<file path="src/rtl/mem_access_ctrl.sv">
// Initiator-side controller for a single-port synchronous RAM: single-beat writes
// and 1-4 beat incrementing read bursts, returned over a valid/ready response channel.
module mem_access_ctrl #(
  parameter int ADDR_W = 11,
  parameter int DATA_W = 16
) (
  input  logic              clk,
  input  logic              rst_n,
  input  logic              req_valid,
  output logic              req_ready,
  input  logic              req_write,
  input  logic [ADDR_W-1:0] req_addr,
  input  logic [DATA_W-1:0] req_wdata,
  input  logic [1:0]        req_len,
  output logic              rsp_valid,
  input  logic              rsp_ready,
  output logic [DATA_W-1:0] rsp_data,
  output logic              rsp_last,
  output logic              busy,
  output logic              mem_write,
  output logic              mem_read,
  output logic [ADDR_W-1:0] mem_address,
  output logic [DATA_W-1:0] mem_data_in,
  input  logic [DATA_W-1:0] mem_data_out
);

  typedef enum logic [2:0] {
    IDLE,
    RD_ISSUE,
    RD_CAPTURE,
    WR_ISSUE,
    RESP
  } state_t;

  state_t     state;
  logic [1:0] beats_left;

  // Gated by rst_n so nothing can be accepted while reset is asserted.
  assign req_ready = (state == IDLE) && rst_n;
  assign busy      = (state != IDLE);

  always_ff @(posedge clk or negedge rst_n) begin
    if (!rst_n) begin
      state       <= IDLE;
      beats_left  <= '0;
      mem_write   <= 1'b0;
      mem_read    <= 1'b0;
      mem_address <= '0;
      mem_data_in <= '0;
      rsp_valid   <= 1'b0;
      rsp_data    <= '0;
      rsp_last    <= 1'b0;
    end else begin
      case (state)
        IDLE: begin
          if (req_valid) begin
            mem_address <= req_addr;
            if (req_write) begin
              mem_data_in <= req_wdata;
              beats_left  <= '0;
              mem_write   <= 1'b1;
              state       <= WR_ISSUE;
            end else begin
              beats_left <= req_len;
              mem_read   <= 1'b1;
              state      <= RD_ISSUE;
            end
          end
        end
        WR_ISSUE: begin
          mem_write <= 1'b0;
          rsp_data  <= mem_data_in;
          rsp_last  <= 1'b1;
          rsp_valid <= 1'b1;
          state     <= RESP;
        end
        RD_ISSUE: begin
          mem_read <= 1'b0;
          state    <= RD_CAPTURE;
        end
        RD_CAPTURE: begin
          // RAM output is valid now, one cycle after the read strobe was sampled.
          rsp_data  <= mem_data_out;
          rsp_last  <= (beats_left == 2'd0);
          rsp_valid <= 1'b1;
          state     <= RESP;
        end
        RESP: begin
          if (rsp_ready) begin
            rsp_valid <= 1'b0;
            if (rsp_last) begin
              state <= IDLE;
            end else begin
              mem_address <= mem_address + 1'b1;
              beats_left  <= beats_left - 1'b1;
              mem_read    <= 1'b1;
              state       <= RD_ISSUE;
            end
          end
        end
        default: state <= IDLE;
      endcase
    end
  end

endmodule
</file>
<file path="config.mk">
export PLATFORM = sky130hd
export DESIGN_NAME = mem_access_ctrl
export DESIGN_NICKNAME = d
export VERILOG_FILES = /design/src/rtl/mem_access_ctrl.sv
export SDC_FILE = /design/constraint.sdc
export NUM_CORES = 1
export LEC_CHECK = 0
export CORE_AREA = 2 2 77 79
export CTS_CLUSTER_DIAMETER = 120
export DETAILED_ROUTE_END_ITERATION = 10
export DIE_AREA = 0 0 79 81
export HOLD_SLACK_MARGIN = 0.1
export PLACE_DENSITY = 0.93
export SLEW_MARGIN = 30
export SYNTH_ARGS = -nofsm -noshare
export SYNTH_HDL_FRONTEND = slang
export SYNTH_SLANG_ARGS = --single-unit
export TNS_END_PERCENT = 100
</file>
<file path="constraint.sdc">
create_clock -name clk -period 3.6 [get_ports clk]
set_input_delay 0.72 -clock clk [delete_from_list [all_inputs] [get_ports clk]]
set_output_delay 0.72 -clock clk [all_outputs]
set_load 0.05 [all_outputs]
</file>
==> summary.txt, run 1 <==
Timing
  • PnR worst setup slack: ~0.72 ns
  • Slew Limit Headroom: 0.511
  • Tightest Pin Transition: 0.733 ns
  • Fin crit share: 0.801
  • Setup TNS: 0 ns
  • Fmax: roughly 350 MHz
  • Worst Skew: between 0.01 and 0.015 ns
  • Final setup viols: 0
  • Final Max Slew Viols: 0
  • Final Hold Violating Endpoints: 0
  • Tmin final: 2.88 ns
  • RSZ-0062 raised after global routing: false

Synthesis
  • Yosys reg bits: 52
  • Post-Syn Area per Cell: 10.6 um2
  • Register area share after synthesis: 0.519
  • Synthesized area: 2510 um2
  • Yosys warnings: 0
  • Cells after Synth: 236
  • Synth Net Count: 288
  • Synth cell types: 36

Final layout
  • Fill cell instance count of the final layout: 452
  • Nets: 380
  • Syn-to-layout area delta: 43.6%
  • Share of layout cells above drive strength 1: 0.0942
  • Ant diodes: 0

Drt
  • Vias/cell: 5.35
  • Vias after detailed routing: around 2,200
  • Routed wire length: 6500 um
  • Detailed Routing Iterations Pass 1: 4
  • Post-DRT Antenna Nets: 0
  • DR WL/cell: 16.1 um
  • Residual DRC: 0
  • DR iter-0 viols: 208

Global route
  • Gr ovfl total: 0
  • Largest net degree at the start of global routing: 53
  • First-pass GRT wire length: 10,300 um
  • Total GRT Usage: 0.209
  • Initial antenna violation count: 0
  • Number of global-route vias before repair: 2,152

Die
  • Boundary Pins: between 90 and 100
  • Core area: 5680 um2
  • Die Span X: 79 um
  • Die ar.: 6400 um2
  • Die Ht: 81 um
  • Std cell rows: 28
  • Initial Utilization: 0.442

Place
  • Detailed-placement wirelength estimate: 4780 um
  • Pre-CTS setup slack: approximately 0.98 ns
  • Input/output buffers: 98
  • Placer Congestion: between 0.8 and 0.9

Worst setup path
  • CP Max Fanout: 9
  • Worst EP arrival: around 2.2 ns
  • Setup crit end: req_ready
  • CP endpoint kind: output pin
  • CP Class: reg2out
  • Critical Path Start: state[2]
  • R2R cell count: 6
  • Worst reg2reg endpoint: mem_address[9]
  • Worst flop-to-flop path startpoint: state[0]
  • FF-to-FF setup slack: 1.55 ns
  • Crit path launch type: flop
  • Worst EP required: 2.88 ns

Hold path
  • Hold Crit Start: rsp_data[2]
  • Worst hold-check path type: reg2reg

Clocking
  • Clock Tree Buf Depth: 2
  • CTS clk-pin slew, worst paths: 0.10 ns
  • Number of H-tree levels: 2
  • Post-CTS Hold Buffers: 0
  • CTS tree: built
  • Root Buffer: clkbuf_8
  • Number of gates resized after CTS: 0
  • Clk_lat worst skew: 0.31 ns
  • Post-CTS setup buffer count: 0
  • # clock sinks: 52
  • CTS buffer count: 5

Job
  • MaxCap Viol Count: 0

Pwr
  • Maximum VDD drop: 0.560 mV
  • Power, Total: ~4 mW
  • LEAKAGE: 1.51 nW
  • Pwr Density: 1090 nW/um2

Run status
  • Status: finished clean
flip-flops by register name (all words and copies together), names as in the netlist:
name / cells
rsp_data: 16
mem_data_in: 16
rsp_valid: 1
mem_write: 1
mem_read: 1
beats_left: 2
mem_address: 11
state: 3
rsp_last: 1
cells in the mapped netlist:
master,n,share of area
buf_6,1,0.0045
nor3b_1,2,0.0060
mux2_2,7,0.031
mux2i_1,17,0.068
nand4_1,4,0.010
and3_1,3,0.0075
clkbuf_1,6,0.0090
mux2_4,9,0.054
nor3b_2,1,0.0050
and2_1,1,0.0025
a2bb2oi_1,5,0.017
nor2_1,3,0.0045
o32ai_1,1,0.0035
a21oi_1,16,0.032
nor2_8,1,0.0080
o22a_1,1,0.0035
o21ai_1,4,0.0080
buf_1,1,0.0015
nand2_1,33,0.049
nor3_1,3,0.0060
nand3b_1,1,0.0030
ha_1,2,0.010
buf_4,1,0.0030
buf_12,1,0.0080
dfrtp_1,52,0.52
o31a_1,1,0.0035
nand2b_1,3,0.0075
o22ai_1,3,0.0075
a22oi_1,1,0.0030
buf_2,6,0.012
nor2b_1,2,0.0050
nand3_1,8,0.016
inv_1,8,0.012
a211o_1,1,0.0035
o21ai_0,26,0.052
or3_4,1,0.0045
metrics by stage:
stage / utilization / cell area (um2) / instances / hold slack [ns]
2_1_floorplan: - / 2510 / 236 / 0.424
3_3_place_gp: 0.619 / 3510 / 396 / 0.460
3_5_place_dp: 0.619 / 3510 / 396 / 0.469
4_1_cts: 0.635 / 3600 / 404 / 0.493
5_1_grt: 0.635 / 3600 / 404 / 0.510
6_report: 0.635 / 3600 / 404 / 0.486
layer usage:
metal	part of all wire	vias up	GRT usage
met5	0	-	0
met4	0.034	0	0.109
met3	0.046	19	0.0433
met2	0.53	76	0.364
met1	0.39	1048	0.244
li1	-	1017	-
worst min path at each step:
stage | to | cells past startpoint
2_1_floorplan | beats_left[0] | 0
3_3_place_gp | rsp_data[8] | 2
3_5_place_dp | rsp_data[2] | 2
4_1_cts | rsp_data[2] | 2
5_1_grt | rsp_data[14] | 2
6_report | rsp_data[2] | 2
report_power, final:
group          internal (mW)  total, mW  switching [mW]  leakage, nW
Clock                  0.139      0.334           0.195       0.0414
Combinational          0.894       2.47            1.57        0.851
Sequential             0.871       1.12           0.247        0.620
Total                   1.90       3.92            2.01         1.51
layout by cell type (no fill, tap or decap), types with 2 or more instances in the layout:
cell	n
nor3b_1	2
nor2_1	3
clkbuf_8	5
buf_4	3
o22ai_1	3
a2bb2oi_1	5
o21ai_0	26
mux2i_1	17
nand3_1	8
inv_1	8
mux2_2	7
and3_1	3
nand4_1	4
ha_1	2
nor3_1	3
dfrtp_1	52
nand2_1	33
mux2_4	9
clkdlybuf4s50_1	97
o21ai_1	4
nand2b_1	2
nor2b_1	2
a21oi_1	16
final cells by class:
| class | count | area, um2 | share of cell area |
|---|---|---|---|
| flip-flops and latches | 52 | 1300 | 0.361 |
| multi-input cells | 160 | 1090 | 0.303 |
| repair buffers | 101 | 998 | 0.277 |
| well taps | 75 | 93.8 | 0.0260 |
| clock buffers | 6 | 72.6 | 0.0201 |
| inverters | 8 | 30.0 | 0.00833 |
| clock inverters | 2 | 16.3 | 0.00451 |
logic make-up (layout without fill, tap and decap cells):
| group | count (synthesis) | count (layout) | synth area share |
|---|---|---|---|
| simple gates | 66 | 66 | 0.135 |
| fa+ha+maj | 2 | 2 | 0.00997 |
| flops | 52 | 52 | 0.519 |
| buf+inv | 24 | 117 | 0.0499 |
| mux | 33 | 33 | 0.153 |
| compound gates | 59 | 59 | 0.134 |
critical path: stages (launching register included):
cell             delay (ns)
dfrtp_1                0.48
or3_4                  0.47
nor2_1                 0.10
clkdlybuf4s50_1        0.80
Power figures use the tool's default switching activity.
==> run 2, diff against run 1 <==
- CORE_AREA: 2 2 77 79 -> 2 2 84 86
- DIE_AREA: 0 0 79 81 -> 0 0 86 88
- PLACE_DENSITY: 0.93 -> 0.84
- clock period: 3.6 -> 2.4 ns (I/O delays scaled with it)
==> summary.txt, run 2 (synthesis gave the netlist of run 1 again) <==
Die
  • Std cell rows: 30
  • Die ar.: 7570 um2
  • Initial Utilization: 0.378
  • Die Ht: 88 um
  • Die Span X: 86 um
  • Boundary Pins: 99
  • Core area: between 6000 and 7000 um2

Worst setup path
  • Critical Path Max Stage Delay: 0.86 ns
  • Crit path launch type: flop
  • Worst flop-to-flop path startpoint: state[2]
  • Worst reg2reg endpoint: mem_data_in[0]
  • WP buf/inv: 1
  • R2R cell count: 3
  • CP endpoint kind: output pin
  • CP Max Fanout: 7
  • CP Class: reg2out
  • CP cell instances: clkdlybuf4s50_1
  • Slowest CP cell: clkdlybuf4s50_1
  • Worst EP arrival: 1.66 ns
  • Largest delay contributor family on the critical path: buffers and inverters
  • Worst EP required: between 1.5 and 2 ns
  • FF-to-FF setup slack: 0.61 ns

Final layout
  • Syn-to-layout area delta: 45.2%
  • Finished Layout Cells: 412
  • Most common cell after layout, fill and taps aside: clkdlybuf4s50_1
  • Ant diodes: 0
  • Share of layout cells above drive strength 1: 0.105
  • Most frequent cells in the layout: clkdlybuf4s50_1, dfrtp_1, nand2_1, o21ai_0, mux2i_1
  • Nets: about 380
  • Regs by FF count: mem_data_in: 16 flops, rsp_data: 16 flops, mem_address: 11 flops

Clocking
  • Root Buffer: clkbuf_8
  • Clk_lat worst skew: 0.30 ns
  • Clock Tree Buf Depth: 2
  • Number of gates resized after CTS: 0
  • CTS tree: built
  • CTS clk-pin slew, worst paths: 0.10 ns
  • CTS buffer count: 5
  • Post-CTS setup buffer count: 0
  • # clock sinks: 52
  • Number of H-tree levels: 2
  • Post-CTS Hold Buffers: 0

Global route
  • Number of global-route vias before repair: 2,115
  • Total GRT Usage: 0.175
  • Initial antenna violation count: 0
  • Largest net degree at the start of global routing: between 50 and 60
  • Gr ovfl total: 0
  • First-pass GRT wire length: 10,400 um

Timing
  • Slew Limit Headroom: 0.564
  • PnR worst setup slack: approximately 0.26 ns
  • Final hold slack: 0.303 ns
  • Setup TNS: 0 ns
  • Final setup viols: 0
  • Worst Skew: 0.00811 ns
  • RSZ-0062 raised after global routing: false
  • Final Hold Violating Endpoints: 0
  • Tightest Pin Transition: roughly 0.65 ns
  • Fmax: about 470 MHz
  • Final Max Slew Viols: 0
  • Tmin final: 2.14 ns
  • Fin crit share: 0.891

Place
  • Input/output buffers: between 90 and 100
  • Detailed-placement wirelength estimate: 4750 um
  • Dpl cells: 404
  • Placer Congestion: 0.881
  • Pre-CTS setup slack: 0.244 ns

Pwr
  • LEAKAGE: 1.54 nW
  • Pwr Density: 1630 nW/um2
  • Maximum VDD drop: between 0.6 and 0.7 mV
  • Power, Total: 5.92 mW

Hold path
  • Worst hold-check path type: in2async

Drt
  • Detailed Routing Iterations Pass 1: 4
  • DR WL/cell: 15.6 um
  • DR iter-0 viols: 93
  • Routed wire length: 6440 um
  • Vias/cell: 5.15
  • Residual DRC: 0
  • Vias after detailed routing: ~2,100
  • Post-DRT Antenna Nets: 0

Run status
  • Status: finished clean

Job
  • MaxCap Viol Count: 0
==> run 2: cell count changes in the layout (fill, tap and decap cells not counted), sizes merged <==
cell,delta
buf,+5
clkdlybuf4s50,-2
==> run 2: worst max-delay path by stage <==
stage              startpoint             end  slack [ns]  cells after the start
4_1_cts        mem_address[6]  mem_address[6]        0.27                      1
3_5_place_dp        req_valid  mem_address[2]        0.24                      6
3_3_place_gp        req_valid  mem_address[0]        0.29                      6
5_1_grt        mem_address[3]  mem_address[3]        0.22                      1
6_report       mem_address[6]  mem_address[6]        0.26                      1
2_1_floorplan        state[2]       req_ready        0.25                      3
==> run 2: worst register-to-register path, cell delays in order, from the launching register on <==
cell and delay [ns]:
dfrtp_1 0.47, or3_4 0.48, nor2_8 0.34, mux2_2 0.39
==> run 2: power by group <==
group	total (mW)	leakage [nW]	switching [mW]	internal (mW)
sequential	1.67	0.620	0.367	1.31
combinational	3.76	0.875	2.36	1.40
clock	0.495	0.0414	0.287	0.208
total	5.92	1.54	3.01	2.91
==> run 2: per-layer routing <==
layer  vias to the layer above  track usage  wire [um]
met5                         -            0          0
met4                         0       0.0620        115
met3                         8       0.0330        225
met2                        58        0.299       3400
met1                      1035        0.223       2700
li1                       1019            -          -
==> run 2: through the flow <==
stage,utilization,cell area [um2]
after global routing,0.548,3640
after floorplan,-,2510
after global placement,0.535,3550
final,0.548,3640
after detailed placement,0.535,3550
after CTS,0.548,3640
==> run 2: layout make-up <==
cell class / count / area [um2]
Fill cell: 591 / 3000
Sequential cell: 52 / 1300
Multi-Input combinational cell: 160 / 1080
Timing Repair Buffer: 104 / 1040
Tap cell: 80 / 100
Clock buffer: 6 / 72.6
Inverter: 8 / 30.0
Clock inverter: 2 / 16.3
==> run 3, diff against run 2 <==
- CTS_CLUSTER_DIAMETER: 120 -> not set
==> results of run 3 <==
No change in the layout: final DEF, timing and power equal those of run 2.
